`src/rtl/cycle_ctrl.sv`:
```
// cycle_ctrl: instruction sequencer for a small CPU.
// Phases are IDLE -> FETCH -> EXEC1 [-> EXEC2] -> FETCH or IDLE.
// RUN or STEP leaves IDLE. STOP, STP or step mode return the block to IDLE
// at the next instruction boundary. RETIRED counts completed instructions.
// The RETIRED_RST parameter sets the counter's reset value. It defaults to
// zero. A nonzero value is a bring-up aid for reaching the wrap point quickly.
module cycle_ctrl #(
  parameter logic [15:0] RETIRED_RST = 16'h0000
) (
  input  logic        CLK,
  input  logic        RST,
  input  logic        RUN,
  input  logic        STEP,
  input  logic        STOP,
  input  logic        E2,
  input  logic        STP,
  input  logic [15:0] INSTR_IN,
  output logic        FETCH,
  output logic        EXEC1,
  output logic        EXEC2,
  output logic        HALTED,
  output logic [15:0] IR,
  output logic [15:0] RETIRED
);

  typedef enum logic [1:0] {IDLE, S_FETCH, S_EXEC1, S_EXEC2} state_t;

  state_t      state_q, state_d;
  logic        step_q, step_d;
  logic        stop_pend_q, stop_pend_d;
  logic [15:0] ir_q, ir_d;
  logic [15:0] retired_q, retired_d;
  logic        fetch_q, exec1_q, exec2_q, halted_q;
  logic        retire;
  logic        boundary_idle;

  // State register. The phase strobes are registered decodes of the next
  // state, so they line up exactly with state_q.
  always_ff @(posedge CLK or posedge RST) begin
    if (RST) begin
      state_q     <= IDLE;
      step_q      <= 1'b0;
      stop_pend_q <= 1'b0;
      ir_q        <= 16'h0000;
      retired_q   <= RETIRED_RST;
      fetch_q     <= 1'b0;
      exec1_q     <= 1'b0;
      exec2_q     <= 1'b0;
      halted_q    <= 1'b1;
    end else begin
      state_q     <= state_d;
      step_q      <= step_d;
      stop_pend_q <= stop_pend_d;
      ir_q        <= ir_d;
      retired_q   <= retired_d;
      fetch_q     <= (state_d == S_FETCH);
      exec1_q     <= (state_d == S_EXEC1);
      exec2_q     <= (state_d == S_EXEC2);
      halted_q    <= (state_d == IDLE);
    end
  end

  // Next-state logic: phase sequencing, IR load, stop latch and retire count.
  always_comb begin
    state_d   = state_q;
    step_d    = step_q;
    ir_d      = ir_q;
    retire    = 1'b0;
    // A STOP that arrives in the boundary cycle itself still counts.
    boundary_idle = stop_pend_q | STOP | step_q;
    unique case (state_q)
      IDLE: begin
        if (RUN) begin
          state_d = S_FETCH;
          step_d  = 1'b0;
        end else if (STEP) begin
          state_d = S_FETCH;
          step_d  = 1'b1;
        end
      end
      S_FETCH: begin
        state_d = S_EXEC1;
        ir_d    = INSTR_IN;
      end
      S_EXEC1: begin
        if (STP) begin
          state_d = IDLE;
          retire  = 1'b1;
        end else if (E2) begin
          state_d = S_EXEC2;
        end else begin
          state_d = boundary_idle ? IDLE : S_FETCH;
          retire  = 1'b1;
        end
      end
      S_EXEC2: begin
        state_d = boundary_idle ? IDLE : S_FETCH;
        retire  = 1'b1;
      end
      default: state_d = IDLE;
    endcase
    // The stop latch clears on entry to IDLE. STOP received while IDLE is dropped.
    if (state_d == IDLE)
      stop_pend_d = 1'b0;
    else if (state_q != IDLE && STOP)
      stop_pend_d = 1'b1;
    else
      stop_pend_d = stop_pend_q;
    retired_d = retired_q + {15'd0, retire};
  end

  // Output drive.
  always_comb begin
    FETCH   = fetch_q;
    EXEC1   = exec1_q;
    EXEC2   = exec2_q;
    HALTED  = halted_q;
    IR      = ir_q;
    RETIRED = retired_q;
  end

endmodule

```
`config.mk`:
```
export PLATFORM = sky130hd
export DESIGN_NAME = cycle_ctrl
export DESIGN_NICKNAME = d
export VERILOG_FILES = /design/src/rtl/cycle_ctrl.sv
export SDC_FILE = /design/constraint.sdc
export NUM_CORES = 1
export LEC_CHECK = 0
export ABC_AREA = 1
export CORE_ASPECT_RATIO = 0.75
export CORE_MARGIN = 10
export CORE_UTILIZATION = 40
export CTS_CLUSTER_DIAMETER = 40
export CTS_CLUSTER_SIZE = 28
export DETAILED_ROUTE_END_ITERATION = 10
export PLACE_DENSITY = 0.8
export SYNTH_ARGS = -nofsm -noshare
export SYNTH_HDL_FRONTEND = slang
export SYNTH_SLANG_ARGS = --single-unit
export TNS_END_PERCENT = 30
```
`constraint.sdc`:
```
create_clock -name CLK -period 1.4 [get_ports CLK]
set_input_delay 0.21 -clock CLK [delete_from_list [all_inputs] [get_ports CLK]]
set_output_delay 0.21 -clock CLK [all_outputs]
set_load 0.005 [all_outputs]
```
==> flow_metrics.env <==
export IMPL_tightest_slew_ns=0.418
export IMPL_avgSynthCellArea_sq_um=9.03
export IMPL_grt_pass1_wl_um=7120
export IMPL_reg2reg_from="state_q[1]"
export IMPL_grt_pass1_vias=1505
export IMPL_antenna_found_initial=0
export IMPL_clockBufferDepth=2
export IMPL_wirelength_um=4570
export IMPL_post_route_period_util_pct=102
export IMPL_power_density_nw_per_um2=1770
export IMPL_cap_violations=0
export IMPL_fillerInstances=326
export IMPL_rsz0062_at_grt="yes"
export IMPL_cts_tree="built"
export IMPL_grt_usage_pct=12.0
export IMPL_cts_buffers=5
export IMPL_syn_inst=192
export IMPL_drt_iter0_drc=64
export IMPL_hold_viol=0
export IMPL_critPathRequiredTime_ns=1.59
export IMPL_final_common_cell="nand2_1"
export IMPL_drv_slew=0
export IMPL_path_clk_slew_ns=0.09
export IMPL_fin_skew_ns=0.0104
export IMPL_area_growth_pct=57.4
export IMPL_dp_slack_ns=-0.529
export IMPL_die_height_um=77.0
export IMPL_hold_class="input pin to async pin"
export IMPL_grt_max_degree=41
export IMPL_final_area_sq_um=2730
export IMPL_timing_rr_end="RETIRED[12]"
export IMPL_ff_latch_area_sq_um=1010
export IMPL_dieArea_sq_um=7400
export IMPL_worst_setup_path_end_kind="flop"
export IMPL_hold_buffers=0
export IMPL_dpl_cell_area_sq_um=2480
export IMPL_grt_overflow=0
export IMPL_setup_viol=2
export IMPL_ios=59
export IMPL_vias=1503
export IMPL_start_kind="flop"
export IMPL_num_rows=20
export IMPL_nNetsFinal=298
export IMPL_gp_congestion=0.776
export IMPL_syn_num_nets=218
export IMPL_rrSetupSlack_ns=-0.02
export IMPL_slew_headroom_pct=71.9
export IMPL_vdd_drop_max_v=0.00108
export IMPL_period_needed_ns=1.42
export IMPL_die_x_um=96.0
export IMPL_setup_ws_ns=-0.0231
export IMPL_antenna_left=0
export IMPL_fmax_mhz=703
export IMPL_clk_latency_ns=0.30
export IMPL_cts_root_buf="clkbuf_8"
export IMPL_reg2reg_depth=9
export IMPL_fin_hold_ws_ns=0.284
export IMPL_core_area_sq_um=4130
export IMPL_final_cell_mix="75 x nand2_1, 36 x dfrtp_1, 29 x clkdlybuf4s50_1"
export IMPL_avgViaCountPerCell=4.58
export IMPL_initial_core_util_pct=42.0
export IMPL_crit_fanout=3
export IMPL_drcViolationCount=0
export IMPL_wire_per_inst_um=13.9
export IMPL_dp_hpwl_um=3270
export IMPL_yosysWarnings=0
export IMPL_dr_pass1_iters=4
export IMPL_multi_input_area_sq_um=713
export IMPL_p_leak_nw=1.55
export IMPL_violations="negative setup slack"
export IMPL_cts_sinks=40
export IMPL_ys_ff_latch=40
export IMPL_status="finished with violations"
export IMPL_crit_type="flop to flop"
export IMPL_drive_above_1_share_pct=18.3
export IMPL_synth_area_sq_um=1730
export IMPL_synth_cell_type_count=23
export IMPL_num_antenna_cells=0
export IMPL_synth_seq_area_share_pct=57.8
export IMPL_ctsHtreeMaxLevel=2
export IMPL_critPathArrivalTime_ns=1.61
export IMPL_portBuffers=58
## synthesized netlist by cell type
cell	instances	share of area [%]
a21oi_1	1	0.29
buf_4	1	0.43
buf_6	1	0.65
dfrtp_1	39	56
dfstp_2	1	1.5
ha_1	3	2.2
inv_1	23	5.0
inv_2	1	0.22
nand2_1	78	17
nand3_1	6	1.7
nand3_2	3	1.7
nand3b_2	1	0.65
nand4_1	3	1.1
nor2_1	9	1.9
nor2_2	3	1.1
nor2_4	1	0.65
nor3_1	4	1.2
o21ai_0	1	0.29
o21ai_1	1	0.29
o21ai_2	1	0.51
o21bai_1	1	0.43
xnor2_1	2	1.0
xor2_1	8	4.0
## worst max path at each step
| stage | from | end | slack [ns] | depth (start not counted) |
|---|---|---|---|---|
| final | state_q[1] | RETIRED[12] | -0.02 | 9 |
| after global placement | STP | RETIRED[12] | -0.48 | 12 |
| after CTS | RETIRED[1] | RETIRED[1] | -0.07 | 1 |
| after detailed placement | STP | RETIRED[14] | -0.53 | 12 |
| after floorplan | state_q[1] | RETIRED[12] | -0.06 | 9 |
| after global routing | state_q[1] | RETIRED[12] | -0.16 | 10 |
## state kept, by name (all words and copies together) (netlist names)
signal / cells
IR: 16
EXEC2: 1
RETIRED: 16
EXEC1: 1
step_q: 1
FETCH: 1
HALTED: 1
stop_pend_q: 1
state_q: 2
## metrics by stage
stage | TNS, ns | instances | total power [mW] | util, %
floorplan | -0.148 | 192 | 2.71 | -
global placement | -5.37 | 313 | 3.74 | 60.0
detailed placement | -5.90 | 313 | 3.81 | 60.0
CTS | -0.140 | 323 | 4.84 | 63.4
global route | -0.692 | 328 | 5.20 | 66.1
finish | -0.0312 | 328 | 4.83 | 66.1
## area by class of cell
cell class	count	share of cell area, %
clock buffer	5	2.52
inverter	24	3.39
clock inverter	3	1.74
timing repair buffer	75	26.9
multi-input combinational	126	26.1
tap	55	2.52
sequential	40	36.8
## report_power, final
part / switching, mW / internal (mW) / leakage, nW / total [mW]
registers: 0.240 / 1.59 / 0.485 / 1.83
logic: 0.972 / 1.07 / 1.01 / 2.04
clock network: 0.420 / 0.537 / 0.0583 / 0.957
## critical path, stage by stage, from the launching register on
cell and delay, ns:
dfrtp_1 0.39, nand2_2 0.09, nand2_4 0.09, ha_4 0.15
ha_4 0.14, nand3_4 0.10, inv_4 0.08, nand3b_4 0.09
o21ai_2 0.13, nand2_1 0.05
## routing by layer
metal,up-vias,routed length (um),GRT usage (%)
met5,-,0,0
li1,745,-,-
met1,705,2120,15.1
met2,46,2010,18.1
met4,0,42,3.53
met3,7,398,5.06
## repair_timing
item,4_1_cts,5_1_grt
resized for setup,24,22
gates cloned,0,0
pin swaps,5,8
endpoints found under the setup margin,28,24
buffers inserted,2,5
## kinds of logic (layout without fill, tap and decap cells)
kind of cell,Yosys count,count (layout),synth area share [%]
simple gates,108,108,26.9
buf+inv,26,107,6.28
fa+ha+maj,3,3,2.16
compound gates,5,5,1.80
xor+xnor,10,10,5.05
flops,40,40,57.8
(Power assumes the default switching activity.)
